**src/rtl/bp_dma_wormhole_arbiter.sv**
```systemverilog
// Wormhole round-robin arbiter merging num_req_p DMA ready/valid links onto one output.
// Packets are held end-to-end; optional packet counter under macro BP_DMA_ARB_PERF_EN.
module bp_dma_wormhole_arbiter #(
    parameter int num_req_p    = 4,
    parameter int flit_width_p = 64,
    parameter int len_width_p  = 4,
    parameter int len_offset_p = 0,
    localparam int lg_p        = (num_req_p > 1) ? $clog2(num_req_p) : 1
) (
    input  logic                                   clk_i,
    input  logic                                   reset_n_i,
    input  logic [num_req_p-1:0]                   in_v_i,
    input  logic [num_req_p-1:0][flit_width_p-1:0] in_data_i,
    output logic [num_req_p-1:0]                   in_ready_and_o,
    output logic                                   out_v_o,
    output logic [flit_width_p-1:0]                out_data_o,
    input  logic                                   out_ready_and_i,
    output logic [lg_p-1:0]                        out_grant_o,
    output logic [31:0]                            pkt_count_o
);

    typedef enum logic [1:0] {IDLE, HOLD, BURST} state_e;

    state_e                 state_q, state_d;
    logic [lg_p-1:0]        rr_q, rr_d;
    logic [lg_p-1:0]        grant_q, grant_d;
    logic [len_width_p-1:0] remaining_q, remaining_d;

    logic [lg_p-1:0]        scan_sel, sel, next_ptr;
    logic                   found;
    logic [len_width_p-1:0] hdr_len;
    logic                   hs, pkt_done;
    int                     idx;

    // First valid requester at or after rr_q, wrapping; falls back to rr_q.
    always_comb begin
        scan_sel = rr_q;
        found    = 1'b0;
        idx      = 0;
        for (int i = 0; i < num_req_p; i++) begin
            idx = int'(rr_q) + i;
            if (idx >= num_req_p) idx = idx - num_req_p;
            if (!found && in_v_i[idx]) begin
                found    = 1'b1;
                scan_sel = lg_p'(idx);
            end
        end
    end

    always_comb begin
        sel            = (state_q == IDLE) ? scan_sel : grant_q;
        out_v_o        = in_v_i[sel];
        out_data_o     = in_data_i[sel];
        in_ready_and_o = '0;
        in_ready_and_o[sel] = out_ready_and_i;
        out_grant_o    = sel;
        hdr_len        = out_data_o[len_offset_p +: len_width_p];
        hs             = out_v_o & out_ready_and_i;
        next_ptr       = (sel == lg_p'(num_req_p - 1)) ? '0 : sel + 1'b1;
    end

    always_comb begin
        state_d     = state_q;
        rr_d        = rr_q;
        grant_d     = grant_q;
        remaining_d = remaining_q;
        pkt_done    = 1'b0;
        case (state_q)
            IDLE, HOLD: begin
                if (hs) begin
                    if (hdr_len == '0) begin
                        state_d  = IDLE;
                        rr_d     = next_ptr;
                        pkt_done = 1'b1;
                    end else begin
                        state_d     = BURST;
                        grant_d     = sel;
                        remaining_d = hdr_len;
                    end
                end else if (out_v_o) begin
                    // Header offered but not taken: freeze the choice until it is.
                    state_d = HOLD;
                    grant_d = sel;
                end
            end
            BURST: begin
                if (hs) begin
                    remaining_d = remaining_q - 1'b1;
                    if (remaining_q == len_width_p'(1)) begin
                        state_d  = IDLE;
                        rr_d     = next_ptr;
                        pkt_done = 1'b1;
                    end
                end
            end
            default: state_d = IDLE;
        endcase
    end

    always_ff @(posedge clk_i or negedge reset_n_i) begin
        if (!reset_n_i) begin
            state_q     <= IDLE;
            rr_q        <= '0;
            grant_q     <= '0;
            remaining_q <= '0;
        end else begin
            state_q     <= state_d;
            rr_q        <= rr_d;
            grant_q     <= grant_d;
            remaining_q <= remaining_d;
        end
    end

`ifdef BP_DMA_ARB_PERF_EN
    logic [31:0] pkt_count_q, pkt_count_d;

    always_comb begin
        pkt_count_d = pkt_count_q + (pkt_done ? 32'd1 : 32'd0);
    end

    always_ff @(posedge clk_i or negedge reset_n_i) begin
        if (!reset_n_i) pkt_count_q <= '0;
        else            pkt_count_q <= pkt_count_d;
    end

    assign pkt_count_o = pkt_count_q;
`else
    logic unused_pkt_done;
    assign unused_pkt_done = pkt_done;
    assign pkt_count_o     = '0;
`endif

endmodule
```
**config.mk**
```make
export PLATFORM = sky130hd
export DESIGN_NAME = bp_dma_wormhole_arbiter
export DESIGN_NICKNAME = d
export VERILOG_FILES = /design/src/rtl/bp_dma_wormhole_arbiter.sv
export SDC_FILE = /design/constraint.sdc
export NUM_CORES = 1
export LEC_CHECK = 0
export BUFFER_PORTS_ARGS = -buffer_cell sky130_fd_sc_hd__buf_2
export CAP_MARGIN = 25
export CORE_AREA = 2 2 140 142
export DETAILED_ROUTE_END_ITERATION = 16
export DIE_AREA = 0 0 142 144
export HOLD_SLACK_MARGIN = 0.06
export PLACE_DENSITY = 0.49
export SKIP_LAST_GASP = 1
export SYNTH_ARGS = -nofsm -noshare
export SYNTH_HDL_FRONTEND = slang
export SYNTH_SLANG_ARGS = --single-unit
```
**constraint.sdc**
```tcl
create_clock -name clk_i -period 2.8 [get_ports clk_i]
set_input_delay 0.14 -clock clk_i [delete_from_list [all_inputs] [get_ports clk_i]]
set_output_delay 0.14 -clock clk_i [all_outputs]
set_load 0.05 [all_outputs]
```
==> flow_metrics.env, run 1 <==
export IMPL_status="complete, no violations"
export IMPL_final_area_sq_um=5520
export IMPL_dpl_cell_area_sq_um=5390
export IMPL_slowest_stage="dfrtp_1"
export IMPL_synthTopCellsByCount="nand2_1 (250), and3_1 (63), a31oi_1 (60), clkbuf_1 (33), buf_4 (32)"
export IMPL_post_route_period_util=0.930
export IMPL_final_nets=1151
export IMPL_numCtsBuffers=3
export IMPL_antenna_found_initial=2
export IMPL_r2r_slack_ns=0.28
export IMPL_htreeDepth=1
export IMPL_drcViolationCount=0
export IMPL_port_buffers=333
export IMPL_areaGrowthSynthToFinish_pct=71.4
export IMPL_vias=4875
export IMPL_gp_congestion=0.794
export IMPL_synthDistinctLibCells=58
export IMPL_clk_pin_slew_ns=0.04
export IMPL_die_height_um=144
export IMPL_worst_ep_required_time_ns=2.66
export IMPL_clock_sinks=10
export IMPL_synthArstFlopShare=1.00
export IMPL_grt_pass1_vias=4546
export IMPL_cp_start_kind="flip-flop"
export IMPL_syn_area_sq_um=3220
export IMPL_syn_avg_cell_area_sq_um=5.63
export IMPL_grt_usage=0.132
export IMPL_hold_violations=0
export IMPL_final_layout_size_suffix_gt1_frac=0.494
export IMPL_setup_viol=0
export IMPL_synthFlopType="dfrtp_1"
export IMPL_slew_viol_final=0
export IMPL_hpwlAfterDp_um=12200
export IMPL_rsz0062_at_grt="no"
export IMPL_dieWidth_um=142
export IMPL_pin_count=366
export IMPL_ys_top_cells_by_area="nand2_1 (29%), and3_1 (12%), a31oi_1 (12%), dfrtp_1 (7.8%), buf_4 (7.5%)"
export IMPL_grt_pass1_wl_um=22300
export IMPL_synth_edf_count=0
export IMPL_routed_wl_um=15400
export IMPL_path_cells="buf_4, o21ai_2, buf_4, nand2_4, inv_4, buf_12, nand2_1, and3_1, a31oi_2, buf_2"
export IMPL_cts_root_buf="clkbuf_16"
export IMPL_synth_ff_latch_count=10
export IMPL_max_clock_path_buffers=2
export IMPL_rr_worst_depth=9
export IMPL_timing_max_cap_violations=0
export IMPL_grt_busiest_layer="met2"
export IMPL_synthCells=572
export IMPL_dieArea_sq_um=20400
export IMPL_grt_max_degree=69
export IMPL_finalCriticalPeriod_ns=2.60
export IMPL_start_util=0.169
export IMPL_slowest_delay_ns=0.41
export IMPL_netlist_area_leader_share=0.291
export IMPL_critical_path_max_fanout=68
export IMPL_wire_per_inst_um=13.8
export IMPL_dr_pass1_iters=4
export IMPL_path_common_cell="buf_4"
export IMPL_grt_use_met1=0.157
export IMPL_cp_end_kind="output port"
export IMPL_use_met3=0.0182
export IMPL_clock_skew_ns=0.00426
export IMPL_cp_arrival_ns=2.46
export IMPL_yosysSeqAreaShare=0.0777
export IMPL_yosysMostFrequentCell="nand2_1"
export IMPL_synth_top_area_cell="nand2_1"
export IMPL_viasPerCell=4.35
export IMPL_max_freq_ghz=0.384
export IMPL_hold_class="input pin to asynchronous set/reset pin"
export IMPL_critPathKind="flip-flop to output port"
export IMPL_drt_initial_drc_count=195
export IMPL_fin_setup_tns_ns=0
export IMPL_fp_coreArea_sq_um=19100
export IMPL_grt_remaining_overflow=0
export IMPL_ant_nets=0
export IMPL_grtUsageMet2=0.256
export IMPL_rows=51
export IMPL_worstSkewPairLatency_ns=0.24
export IMPL_cts_tree="built"
export IMPL_ys_warn_count=0
==> what timing repair did <==
item | 4_1_cts | 5_1_grt
resized for setup | 1 | 1
pin swaps | 0 | 2
buffers inserted | 0 | 3
endpoints found under the setup margin | 26 | 58
endpoints found under the hold margin | 10 | 0
hold buffers | 1 | 0
==> kinds of logic after synthesis <==
| logic type | share of synthesized area |
|---|---|
| xor gates and xnor gates | 0.00272 |
| buffers and inverters | 0.158 |
| adders and majority gates | 0.0233 |
| and+or+nand+nor | 0.496 |
| muxes | 0.0179 |
| other | 0.00116 |
| AOI/OAI and AO/OA | 0.224 |
| DFF | 0.0777 |
==> state kept, by name (all words and copies together), names as in the netlist <==
signal	count
state_q	2
grant_q	2
rr_q	2
remaining_q	4
==> worst max-delay path, delay by kind of cell (launching register included) <==
family	cells	cell delay (ns)
and+or+nand+nor	3	0.41
buffers and inverters	5	1.06
AOI/OAI and AO/OA	2	0.26
DFF	1	0.41
==> final cells by class <==
| class | instances | area, sq um |
|---|---|---|
| fill | 2136 | 13600 |
| timing repair buffer | 352 | 1880 |
| inverter | 11 | 45.0 |
| clock buffer | 4 | 88.8 |
| sequential | 10 | 250 |
| tap | 238 | 298 |
| antenna | 1 | 2.50 |
| multi-input combinational | 504 | 2960 |
==> stage by stage <==
step,setup slack (ns),util,hold slack (ns),std cells
2_1_floorplan,0.0465,-,-0.156,603
3_3_place_gp,0.209,0.282,0.0210,1111
3_5_place_dp,0.173,0.282,0.0254,1111
4_1_cts,0.0726,0.288,0.310,1116
5_1_grt,0.0259,0.289,0.330,1119
6_report,0.196,0.289,0.301,1120
==> placed cells by master, fill, tap and decap left out, types with 4 or more instances in the layout <==
| cell | netlist | routed |
|---|---|---|
| a31oi_2 | 0 | 59 |
| nor2_1 | 11 | 11 |
| buf_2 | 5 | 332 |
| nor3_1 | 4 | 4 |
| a21oi_1 | 5 | 5 |
| nand2b_1 | 5 | 5 |
| inv_1 | 9 | 9 |
| buf_4 | 32 | 13 |
| conb_1 | 1 | 32 |
| dfrtp_1 | 10 | 10 |
| ha_1 | 6 | 6 |
| a21boi_0 | 7 | 7 |
| o21ai_0 | 6 | 6 |
| buf_12 | 0 | 5 |
| and2_1 | 4 | 4 |
| and3_1 | 63 | 63 |
| nand2_1 | 250 | 250 |
==> path summary, 6_finish.rpt <==
kind,end,start
max reg2reg,grant_q[0]$_DFFE_PN0P_,rr_q[0]$_DFFE_PN0P_
max in group asynchronous,rr_q[1]$_DFFE_PN0P_,reset_n_i
max,out_data_o[7],state_q[1]$_DFFE_PN0P_
min,remaining_q[2]$_DFFE_PN0P_,reset_n_i
min reg2reg,grant_q[1]$_DFFE_PN0P_,grant_q[1]$_DFFE_PN0P_
min in group clk_i,grant_q[1]$_DFFE_PN0P_,out_ready_and_i
==> routing by layer <==
| metal | share of wire | routed length, um | vias to the layer above |
|---|---|---|---|
| met5 | 0 | 0 | - |
| met4 | 0.0091 | 140 | 0 |
| met3 | 0.070 | 1070 | 12 |
| met2 | 0.52 | 7950 | 208 |
| met1 | 0.41 | 6240 | 2152 |
| li1 | - | - | 2503 |
Power of run 1 is left out: the tool's default activity adds up to more than one toggle a clock period on the data nets, which glitch-free logic cannot reach.
==> inputs of run 2 (changes only) <==
--- a/config.mk
+++ b/config.mk
@@ -6,12 +6,13 @@
 export NUM_CORES = 1
 export LEC_CHECK = 0
 export BUFFER_PORTS_ARGS = -buffer_cell sky130_fd_sc_hd__buf_2
-export CAP_MARGIN = 25
-export CORE_AREA = 2 2 140 142
+export CAP_MARGIN = 20
+export CORE_AREA = 4 4 138 140
 export DETAILED_ROUTE_END_ITERATION = 16
 export DIE_AREA = 0 0 142 144
 export HOLD_SLACK_MARGIN = 0.06
-export PLACE_DENSITY = 0.49
+export PLACE_DENSITY = 0.51
+export REMOVE_ABC_BUFFERS = 1
 export SKIP_LAST_GASP = 1
 export SYNTH_ARGS = -nofsm -noshare
 export SYNTH_HDL_FRONTEND = slang
==> flow_metrics.env, run 2 (synthesis results as in run 1) <==
export IMPL_die_height_um=144
export IMPL_wire_per_inst_um=15.3
export IMPL_cts_tree="built"
export IMPL_clock_sinks=10
export IMPL_max_clock_path_buffers=2
export IMPL_pin_count=366
export IMPL_numCtsBuffers=3
export IMPL_vias=5059
export IMPL_critical_path_max_fanout=59
export IMPL_finalCriticalPeriod_ns=2.66
export IMPL_drcViolationCount=0
export IMPL_dpl_worst_slack_ns=0.0843
export IMPL_dieArea_sq_um=20400
export IMPL_critPathKind="flip-flop to output port"
export IMPL_antenna_found_initial=1
export IMPL_port_buffers=333
export IMPL_max_freq_ghz=0.376
export IMPL_layout_commonest_cell="buf_2"
export IMPL_rr_worst_depth=9
export IMPL_layout_common_cells="buf_2 (322), nand2_1 (250), and3_1 (63)"
export IMPL_dieWidth_um=142
export IMPL_start_util=0.181
export IMPL_hold_class="input pin to asynchronous set/reset pin"
export IMPL_routed_wl_um=17000
export IMPL_rows=49
export IMPL_final_nets=1153
export IMPL_slowest_stage="dfrtp_1"
export IMPL_fin_util=0.294
export IMPL_clock_skew_ns=0.00251
export IMPL_fp_coreArea_sq_um=17800
export IMPL_status="complete, no violations"
export IMPL_final_layout_size_suffix_gt1_frac=0.431
export IMPL_cp_end_kind="output port"
export IMPL_dr_pass1_iters=4
export IMPL_grt_pass1_wl_um=24600
export IMPL_grt_remaining_overflow=0
export IMPL_ant_nets=0
export IMPL_seq_area_sq_um=250
export IMPL_hold_violations=0
export IMPL_multi_input_area_sq_um=2610
export IMPL_slew_viol_final=0
export IMPL_fillers=2055
export IMPL_final_cells=1111
export IMPL_drt_initial_drc_count=262
export IMPL_timing_max_cap_violations=0
export IMPL_slowest_delay_ns=0.40
export IMPL_dp_cells=1106
export IMPL_cp_start_kind="flip-flop"
export IMPL_areaGrowthSynthToFinish_pct=63.0
export IMPL_htreeDepth=1
export IMPL_hpwlAfterDp_um=13900
export IMPL_r2r_end="grant_q[0]$_DFFE_PN0P_"
export IMPL_viasPerCell=4.55
export IMPL_grt_pass1_vias=4636
export IMPL_worstSkewPairLatency_ns=0.24
export IMPL_regMostFlops="remaining_q"
export IMPL_worst_ep_required_time_ns=2.66
export IMPL_cp_arrival_ns=2.52
export IMPL_setup_viol=0
export IMPL_r2r_slack_ns=0.24
export IMPL_setup_ws_ns=0.144
export IMPL_post_route_period_util=0.949
export IMPL_cp_num_buf_inv=3
export IMPL_antenna_cells=0
export IMPL_path_delay_family="buffers and inverters"
export IMPL_path_cells="nor3b_1, o31a_1, o21ai_4, nand2_4, buf_4, buf_12, nand2_1, and3_1, a31oi_1, buf_2"
export IMPL_largest_reg_flops=4
export IMPL_grt_usage=0.146
export IMPL_rsz0062_at_grt="no"
export IMPL_rr_startpoint="rr_q[0]$_DFFE_PN0P_"
export IMPL_crit_cells=10
export IMPL_grt_max_degree=60
export IMPL_cts_root_buf="clkbuf_16"
export IMPL_clk_pin_slew_ns=0.04
export IMPL_gp_congestion=0.828
run 2: changes by cell type in the layout (fill, tap and decap cells not counted), sizes merged:
cell,previous run,this run
clkbuf,5,6
clkinv,1,0
diode,1,0
inv,10,11
run 2: per-stage QoR:
step / TNS [ns] / hold slack, ns / cell area, sq um
floorplan: -133.03 / -0.156 / 2870
global placement: 0 / 0.0171 / 5110
detailed placement: 0 / 0.0186 / 5110
CTS: -0.0277 / 0.299 / 5210
global route: 0 / 0.341 / 5250
finish: 0 / 0.328 / 5250
run 2: repair_timing:
item	in CTS	in global routing
buffers inserted	0	1
pin swaps	0	1
resized for setup	3	9
hold endpoints to repair	10	0
gates cloned	0	0
setup endpoints to repair	18	54
hold buffers	1	0
run 2: worst max path at each step:
stage                      startpoint              to  slack [ns]
2_1_floorplan  state_q[1]$_DFFE_PN0P_  out_data_o[10]       -2.04
3_3_place_gp      rr_q[0]$_DFFE_PN0P_  out_data_o[35]        0.11
3_5_place_dp      rr_q[0]$_DFFE_PN0P_  out_data_o[35]        0.08
4_1_cts           rr_q[0]$_DFFE_PN0P_  out_data_o[35]       -0.03
5_1_grt           rr_q[0]$_DFFE_PN0P_  out_data_o[46]       0.002
6_report          rr_q[0]$_DFFE_PN0P_  out_data_o[20]        0.14
run 2: metal layers:
metal | up-vias | share of wire | track usage | routed length, um
li1 | 2499 | - | - | -
met1 | 2286 | 0.41 | 0.195 | 7030
met2 | 254 | 0.48 | 0.255 | 8220
met3 | 18 | 0.090 | 0.0258 | 1520
met4 | 2 | 0.011 | 0.0182 | 187
met5 | - | 0.00077 | 0 | 13
run 2: area by class of cell:
cell class / count / area share
Timing Repair Buffer: 354 / 0.378
Sequential cell: 10 / 0.0477
Tap cell: 229 / 0.0546
Inverter: 11 / 0.00834
Multi-Input combinational cell: 504 / 0.497
Clock buffer: 3 / 0.0143
Power of run 2 is left out for the same reason.
